## config.mk

```make
export PLATFORM = sky130hd
export DESIGN_NAME = seq_alu
export DESIGN_NICKNAME = d
export VERILOG_FILES = /design/src/rtl/alu_pkg.sv /design/src/rtl/alu_core.sv /design/src/rtl/seq_alu.sv
export SDC_FILE = /design/constraint.sdc
export NUM_CORES = 1
export LEC_CHECK = 0
export CAP_MARGIN = 5
export CORE_ASPECT_RATIO = 0.7
export CORE_UTILIZATION = 56
export DETAILED_ROUTE_END_ITERATION = 10
export PLACE_DENSITY = 0.79
export SETUP_SLACK_MARGIN = 0.3
export SLEW_MARGIN = 5
export SYNTH_ARGS = -nofsm -noshare
export SYNTH_HDL_FRONTEND = slang
export SYNTH_HIERARCHICAL = 1
export SYNTH_SLANG_ARGS = --single-unit
```

## constraint.sdc

```tcl
create_clock -name clk -period 3.3 [get_ports clk]
set_clock_uncertainty 0.05 [all_clocks]
set_input_delay 0.66 -clock clk [delete_from_list [all_inputs] [get_ports clk]]
set_output_delay 0.66 -clock clk [all_outputs]
set_load 0.03 [all_outputs]
```

## src/rtl/alu_pkg.sv

```systemverilog
// Shared types and constants for the sequential ALU.
package alu_pkg;

  localparam int unsigned DEFAULT_WIDTH = 16;

  typedef enum logic [2:0] {
    OP_AND  = 3'd0,
    OP_OR   = 3'd1,
    OP_XOR  = 3'd2,
    OP_NAND = 3'd3,
    OP_ADD  = 3'd4,
    OP_SUB  = 3'd5,
    OP_ACC  = 3'd6,
    OP_CLR  = 3'd7
  } alu_op_t;

  // Ops whose result is also written into the accumulator.
  function automatic logic op_writes_acc(alu_op_t op);
    return (op == OP_ACC) || (op == OP_CLR);
  endfunction

endpackage

```

## src/rtl/alu_core.sv

```systemverilog
// Purely combinational ALU datapath: op, a, b, acc -> result, carry.
module alu_core
  import alu_pkg::*;
#(
  parameter int unsigned WIDTH = DEFAULT_WIDTH
) (
  input  alu_op_t          op,
  input  logic [WIDTH-1:0] a,
  input  logic [WIDTH-1:0] b,
  input  logic [WIDTH-1:0] acc,
  output logic [WIDTH-1:0] result_c,
  output logic             carry_c
);

  logic [WIDTH:0] sum;

  // Opcode decode; the extra top bit of sum is carry-out for adds and borrow for subtract.
  always_comb begin
    result_c = '0;
    carry_c  = 1'b0;
    sum      = '0;
    case (op)
      OP_AND:  result_c = a & b;
      OP_OR:   result_c = a | b;
      OP_XOR:  result_c = a ^ b;
      OP_NAND: result_c = ~(a & b);
      OP_ADD: begin
        sum      = {1'b0, a} + {1'b0, b};
        result_c = sum[WIDTH-1:0];
        carry_c  = sum[WIDTH];
      end
      OP_SUB: begin
        sum      = {1'b0, a} - {1'b0, b};
        result_c = sum[WIDTH-1:0];
        carry_c  = sum[WIDTH];
      end
      OP_ACC: begin
        sum      = {1'b0, acc} + {1'b0, a};
        result_c = sum[WIDTH-1:0];
        carry_c  = sum[WIDTH];
      end
      OP_CLR: begin
        result_c = '0;
        carry_c  = 1'b0;
      end
      default: begin
        result_c = '0;
        carry_c  = 1'b0;
      end
    endcase
  end

endmodule

```

## src/rtl/seq_alu.sv

```systemverilog
// Single-stage registered ALU with valid/ready handshake and an accumulator.
module seq_alu
  import alu_pkg::*;
#(
  parameter int unsigned WIDTH = DEFAULT_WIDTH
) (
  input  logic             clk,
  input  logic             reset,
  input  logic             in_valid,
  output logic             in_ready,
  input  alu_op_t          op,
  input  logic [WIDTH-1:0] a,
  input  logic [WIDTH-1:0] b,
  output logic             out_valid,
  input  logic             out_ready,
  output logic [WIDTH-1:0] y,
  output logic             zero,
  output logic             carry,
  output logic [WIDTH-1:0] acc
);

  logic [WIDTH-1:0] result_c;
  logic             carry_c;
  logic             accept_c;

  alu_core #(.WIDTH(WIDTH)) u_core (
    .op       (op),
    .a        (a),
    .b        (b),
    .acc      (acc),
    .result_c (result_c),
    .carry_c  (carry_c)
  );

  // One output register: a new request fits if it is empty or being drained this cycle.
  assign in_ready = !out_valid || out_ready;
  assign accept_c = in_valid && in_ready;

  // Output register, flags and accumulator; held while the consumer stalls.
  always_ff @(posedge clk or posedge reset) begin
    if (reset) begin
      out_valid <= 1'b0;
      y         <= '0;
      zero      <= 1'b1;
      carry     <= 1'b0;
      acc       <= '0;
    end else begin
      if (accept_c) begin
        out_valid <= 1'b1;
        y         <= result_c;
        zero      <= (result_c == '0);
        carry     <= carry_c;
        if (op_writes_acc(op)) begin
          acc <= result_c;
        end
      end else if (out_ready) begin
        out_valid <= 1'b0;
      end
    end
  end

endmodule

```

==> flow_summary.toml, run 1 <==
[outcome]
status = "aborted with a tool error"
lastStage = "4_1_cts"
error = "[ERROR DPL-0033] detailed placement checks failed during check placement."

[place]
placed_cell_area_sq_um = 6550
dp_hpwl_mm = 14.2
gp_routability_congestion = 0.998
portBuffers = 74
pre_cts_slack_ps = -1040

[synth]
synth_nets = 676
yosys-top-cells-area = "dfrtp_1, ha_1, mux2_2"
async_flop_share_pct = 100
syn_avg_cell_area_sq_um = 8.29
synth_top_area_share_pct = 18.1
synthCells = 568
synth_top_area_cell = "dfrtp_1"
synth_ff_type = "dfrtp_1"
synth_seq_cells = 35
netlist_area_sq_um = 4710
ys_seq_area_share_pct = 18.6
synth_edf_count = 0
yosysWarnings = 6
ys_types = 71

[floorplan]
ios = 75
dieHeight_um = 78.7
num_rows = 27
start_util_pct = 58.8
die_w_um = 112

[clock_tree]
cts_setup_buffers = 37
cts_hold_buf = 0
cts_root_buffer = "clkbuf_16"
cts-htree-levels = 2
clock-sinks = 35
clock_path_buffers = 2
post_cts_resized = 219
cts_buffers = 5
cells in the mapped netlist, types with 10 or more instances:
master and number:
dfrtp_1 34, clkbuf_1 19, mux2_2 23, a21oi_1 46
a211oi_1 10, mux2_4 10, a21o_1 10, nand2_1 35
o21ai_0 28, ha_1 66, nor2_1 39, nand3_1 10
inv_1 49, xnor2_1 19, a221oi_1 13
logic make-up after synthesis:
logic type	share of synthesized area, %
muxes	9.11
AOI/OAI and AO/OA	25.3
buffers and inverters	7.36
adders and majority gates	18.8
xor gates and xnor gates	4.65
and+or+nand+nor	16.1
DFF	18.6
per-stage QoR:
step	setup TNS [ps]	std cells
3_3_place_gp	-11890	850
2_1_floorplan	0	568
3_5_place_dp	-14100	850
==> inputs of run 2 (changes only) <==
- CORE_ASPECT_RATIO: 0.7 -> default
- CORE_UTILIZATION: 56 -> 40
- PLACE_DENSITY: 0.79 -> default
- PLACE_DENSITY_LB_ADDON: default -> 0.15
- SETUP_SLACK_MARGIN: 0.3 -> default
==> run 2 against run 1 <==
  * The run now ends clean
  * Synthesized cell count is the same
  * Synthesized area is the same
==> flow_summary.toml, run 2 <==
[outcome]
status = "complete, no violations"

[sta]
hold_ws_ps = 449
slew_headroom_pct = 64.2
finalSetupTns_ps = 0
final.min_clock_period_ps = 3280
final-hold-violation-count = 0
drv_slew = 0
fmax_ghz = 0.305
worstMarginPinSlew_ps = 534
setup_viol = 0
min_period_over_period_pct = 99.5

[power_and_ir_drop]
vdd_drop_max_uv = 467
clock_power_share_pct = 15.9
seq_power_share_pct = 18.9
finalPower_mw = 3.39
combinationalPowerShare_pct = 65.2
swShare_pct = 41.1
p_per_area_nw_per_um2 = 453
p_int_mw = 2.00
power_switching_mw = 1.39
power_leakage_nw = 3.50

[synth]
yosysMostFrequentCell = "ha_1"
synth_top_area_share_pct = 18.1
async_flop_share_pct = 100
netlist_area_sq_um = 4710
ys_types = 71
syn_avg_cell_area_sq_um = 8.29
synth_nets = 676
synth_ff_type = "dfrtp_1"
yosysWarnings = 6
synth_seq_cells = 35
synth_edf_count = 0
ys_seq_area_share_pct = 18.6
synth_top_area_cell = "dfrtp_1"
yosys-top-cells-area = "dfrtp_1, ha_1, mux2_2"
synth_commonest_cells = "ha_1, inv_1, a21oi_1"
synthCells = 568

[clock_tree]
clock_latency_ps = 280
path_clk_slew_ps = 60
clock-sinks = 35
cts-htree-levels = 2
cts_hold_buf = 0
cts_tree = "built"
clock_path_buffers = 2
cts_root_buffer = "clkbuf_16"
cts_buffers = 5

[floorplan]
die_area_sq_um = 12200
dieHeight_um = 111
core_area_sq_um = 11500
ios = 75
num_rows = 39
start_util_pct = 41.1
die_w_um = 111

[cells_and_area]
fin_util_pct = 65.3
layout_common_cells = "buf_4, clkdlybuf4s50_1, ha_1"
drive_gt1_share_pct = 41.4
synthToLayoutAreaGrowth_pct = 58.9
n_antenna_cell = 0
layout.nets = 895
mostFrequentLayoutCell = "buf_4"
top_regs = "acc: 16 flops, y: 16 flops"

[flow_run]
drv_cap = 0

[worst_setup_path]
cp_num_cells = 16
r2r-start = "acc[0]"
cp.arrival_ps = 3400
path_max_fanout = 11
crit_family = "buffers and inverters"
crit_top_cell = "buf_4"
cp-end-kind = "flop"
critPathMaxStageDelay_ps = 310
critPathLaunchType = "primary input"
crit_required_ps = 3410
path_buf_inv = 6
crit_slowest_cell = "ha_4"
r2r-end = "zero"
rrSetupSlack_ps = 220
reg2reg_depth = 14
path_cells = "dlygate4sd2_1 -> inv_1 -> ha_4 -> buf_6 -> nand3_1 -> a21oi_1 -> o21ai_2 -> a21oi_2 -> buf_4 -> a41o_1 -> nor3_1 -> nor3b_2 -> a21oi_2 -> buf_4 -> buf_4 -> mux2_2"
critical_path_class = "primary input to flop"

[hold_path]
min_path_type = "flop to flop"
hold_start = "zero"
holdPathStages = 2
min_to = "zero"

[routing]
vias = 5151
drt-total-wl_mm = 16.8
drc = 0
first_pass_iters = 7
drtIter0Drc = 420
routedWlPerCell_um = 18.0
viasPerCell = 5.53
ant_nets = 0

[global_routing]
grt_pass1_vias = 5102
grt_pass1_wl_mm = 26.4
grt-ovfl-total = 0
grt_usage_pct = 26.7
antenna_found_initial = 0
grt_max_degree = 61

[place]
dp_hpwl_mm = 12.9
portBuffers = 74
gp_routability_congestion = 0.914
## run 2: cell counts after synthesis
No cell type changed its count.
## run 2: timing repair
| action | CTS | global route |
|---|---|---|
| pin swaps | 27 | 46 |
| gates resized for setup | 93 | 95 |
| setup endpoints to repair | 20 | 14 |
| setup buffers | 8 | 14 |
## run 2: cells by family after synthesis
family | synth area share [%]
mux | 9.11
compound gates | 25.3
buf+inv | 7.36
flops | 18.6
simple gates | 16.1
fa+ha+maj | 18.8
xor+xnor | 4.65
## run 2: layout make-up
cell class / count / area (sq um)
clock buffer: 5 / 125
multi-input combinational: 452 / 4050
timing repair buffer: 242 / 2020
clock inverter: 3 / 43.8
sequential: 35 / 877
tap: 143 / 179
fill: 960 / 3980
inverter: 51 / 199
## run 2: power by group through the flow
stage	sequential [mW]	combinational (mW)	clock (mW)
3_3_place_gp	0.639	1.92	0
3_5_place_dp	0.641	1.95	0
4_1_cts	0.637	2.03	0.554
6_report	0.640	2.21	0.539
2_1_floorplan	0.864	0.890	0
5_1_grt	0.658	2.37	0.567
## run 2: through the flow
step	instances	worst slack (ps)	cell area, sq um
after CTS	919	-21.8	7060
after floorplan	568	6.80	4710
after global routing	931	-84.9	7490
after global placement	903	-741	6610
final	931	17.3	7490
after detailed placement	903	-788	6610
## run 2: worst max-delay path by stage
stage	startpoint	endpoint	slack, ps
floorplan	a[1]	zero	7
global placement	a[0]	zero	-740
detailed placement	a[0]	zero	-790
CTS	b[1]	zero	-20
global route	b[9]	zero	-80
finish	b[9]	y[15]	20
## run 2: worst register-to-register path, delay by kind of cell (launching register included)
kind                     cells  cell delay, ps
AO/OA/AOI/OAI                7            1290
adder cells (fa/ha/maj)      2             560
AND/OR/NAND/NOR              3             510
flip-flops                   1             400
multiplexers                 1             140
buffers and inverters        1              40
## run 2: layer usage
layer / global-route usage [%] / routed length (um)
met1: 38.2 / 7810
met2: 42.6 / 7620
met3: 2.85 / 1100
met4: 7.11 / 238
met5: 0 / 0
(Power assumes the default switching activity.)
==> inputs of run 3 (changes only) <==
- ABC_AREA: default -> 1
- CTS_CLUSTER_DIAMETER: default -> 30
- GPL_ROUTABILITY_DRIVEN: default -> 0
==> run 3 against run 2 <==
  * Synthesized area rose by 14%
  * First-iteration DRC count fell by 0.95%
  * Via count rose by 16%
  * Final cell count rose by 28%
  * Register-to-register slack improved by 600 ps
  * Count of clock-buffer cells in the layout rose by 1
  * Largest cell class unchanged
  * Highest routed layer unchanged
==> flow_summary.toml, run 3 <==
[routing]
first_pass_iters = 5
routedWlPerCell_um = 14.6
drc = 0
drtIter0Drc = 416
met3_length_mm = 1.00
ant_nets = 0
met1_length_mm = 8.12
viasPerCell = 5.02
drt-total-wl_mm = 17.4
dr.max_layer_used = "met4"
vias = 5974
met2_length_mm = 7.91

[global_routing]
grt_pass1_wl_mm = 28.2
grt_pass1_vias = 5604
grt-ovfl-total = 0
antenna_found_initial = 0
grt_usage_pct = 25.2
grt_max_degree = 36

[clock_tree]
cts_hold_buf = 0
clock-sinks = 35
cts_buffers = 5
cts-htree-levels = 2
clock_latency_ps = 280
path_clk_slew_ps = 50
cts_tree = "built"
clock_path_buffers = 2
cts_root_buffer = "clkbuf_16"

[sta]
drv_slew = 0
min_period_over_period_pct = 93.4
fmax_ghz = 0.325
worst_slack_ps = 219
worstMarginPinSlew_ps = 493
setup_viol = 0
rsz0062_at_grt = "false"
final-hold-violation-count = 0
final.min_clock_period_ps = 3080
slew_headroom_pct = 67.0

[synth]
async_flop_share_pct = 100
synthCells = 881
synth_seq_cells = 35
synth_nets = 989
syn_avg_cell_area_sq_um = 6.09
synth_commonest_cells = "nand2_1, inv_1, nand3_1"
yosysMostFrequentCell = "nand2_1"
yosysWarnings = 6
yosys-top-cells-area = "nand2_1, dfrtp_1, ha_1"
synth_top_area_share_pct = 19.0
ys_types = 43
synth_top_area_cell = "nand2_1"
synth_edf_count = 0
netlist_area_sq_um = 5370
ys_seq_area_share_pct = 16.3
synth_ff_type = "dfrtp_1"

[worst_setup_path]
cp.arrival_ps = 3250
crit_slowest_cell = "clkdlybuf4s50_1"
cp-end-kind = "flop"
critical_path_class = "primary input to flop"
crit_top_cell = "nand3_1"
critPathLaunchType = "primary input"
critPathMaxStageDelay_ps = 450
crit_required_ps = 3470
path_cells = "clkdlybuf4s50_1 -> buf_4 -> ha_1 -> a21oi_1 -> nand2_1 -> nand2_1 -> nand3_1 -> nand3b_1 -> nand3_1 -> nand3_1 -> nand3_1 -> nor2_1 -> nand2_1 -> nor2_1 -> nand3_1 -> nand2_1"
path_max_fanout = 6

[power_and_ir_drop]
power_leakage_nw = 3.74
swShare_pct = 45.7
power_switching_mw = 1.24
p_per_area_nw_per_um2 = 394
combinationalPowerShare_pct = 61.1
seq_power_share_pct = 21.7
finalPower_mw = 2.72
p_int_mw = 1.48
clock_power_share_pct = 17.2
vdd_drop_max_uv = 327

[floorplan]
core_area_sq_um = 12800
die_w_um = 118
dieHeight_um = 118
ios = 75
num_rows = 41
die_area_sq_um = 13900
start_util_pct = 41.8

[cells_and_area]
top_regs = "acc: 16 flops, y: 16 flops"
layout.nets = 1125
drive_gt1_share_pct = 13.0
mostFrequentLayoutCell = "nand2_1"
final_area_sq_um = 6910
synthToLayoutAreaGrowth_pct = 28.7
layout_common_cells = "nand2_1, inv_1, nand3_1"
n_antenna_cell = 0

[hold_path]
min_path_type = "flop to flop"

[place]
portBuffers = 74
pre_cts_slack_ps = -121
placed_cell_area_sq_um = 6740
dp_hpwl_mm = 14.6

[outcome]
status = "complete, no violations"

[flow_run]
drv_cap = 0
==> run 3: cell types whose count changed after synthesis, moves of 10 or more <==
cell	previous run	this run
nand3_1	10	87
mux2_2	23	0
nor2_1	39	83
mux2_4	10	0
clkbuf_1	19	1
nand2_1	35	271
xnor2_1	19	1
o21ai_2	0	20
o21ai_0	28	11
inv_1	49	143
==> run 3: cell type report <==
type                    instances  area [sq um]
inverters                     146           548
flip-flops and latches         35           877
clock inverters                 1          5.00
fillers                      1331          5920
multi-input cells             674          3770
repair buffers                155          1350
clock buffers                   6           139
well taps                     172           215
==> run 3: cells by family after synthesis <==
family / after synthesis / synth area share [%]
and+or+nand+nor: 476 / 38.1
buffers and inverters: 172 / 13.8
AOI/OAI and AO/OA: 128 / 15.1
adders and majority gates: 69 / 16.5
DFF: 35 / 16.3
xor gates and xnor gates: 1 / 0.163
==> run 3: per-layer routing <==
metal / GRT usage (%) / vias up
li1: - / 3090
met1: 34.6 / 2647
met2: 41.9 / 211
met3: 2.71 / 26
met4: 6.25 / 0
met5: 0 / -
==> run 3: final timing paths <==
path	startpoint	end	slack (ps)	cells after the start
worst max-delay path	a[2]	zero	220	16
worst min-delay path	y[5]	y[5]	430	2
worst max register to register	acc[2]	zero	820	14
worst min register to register	y[5]	y[5]	430	2
max in group asynchronous	reset	zero	2120	3
min in group asynchronous	reset	y[2]	730	3
==> run 3: stage by stage <==
stage               instances  hold slack [ps]  util (%)  TNS [ps]
floorplan                 881              475         -         0
global placement         1182              413      52.5      -287
detailed placement       1182              416      52.5      -308
CTS                      1189              429      53.7         0
global route             1189              451      53.9         0
finish                   1189              426      53.9         0
==> run 3: critical path: cells and delay by family <==
kind,cells,cell delay [ps]
AO/OA/AOI/OAI,1,240
AND/OR/NAND/NOR,12,1350
adder cells (fa/ha/maj),1,370
buffers and inverters,2,630
==> run 3: timing repair <==
action,in CTS,in global routing
setup buffers,0,0
endpoints found under the setup margin,0,3
resized for setup,0,9
==> run 3: power by group through the flow <==
stage | sequential (mW) | clock [mW] | combinational, mW
after floorplan | 0.771 | 0 | 0.851
after global placement | 0.597 | 0 | 1.63
after detailed placement | 0.598 | 0 | 1.64
after CTS | 0.593 | 0.476 | 1.65
after global routing | 0.604 | 0.490 | 1.82
final | 0.590 | 0.467 | 1.66
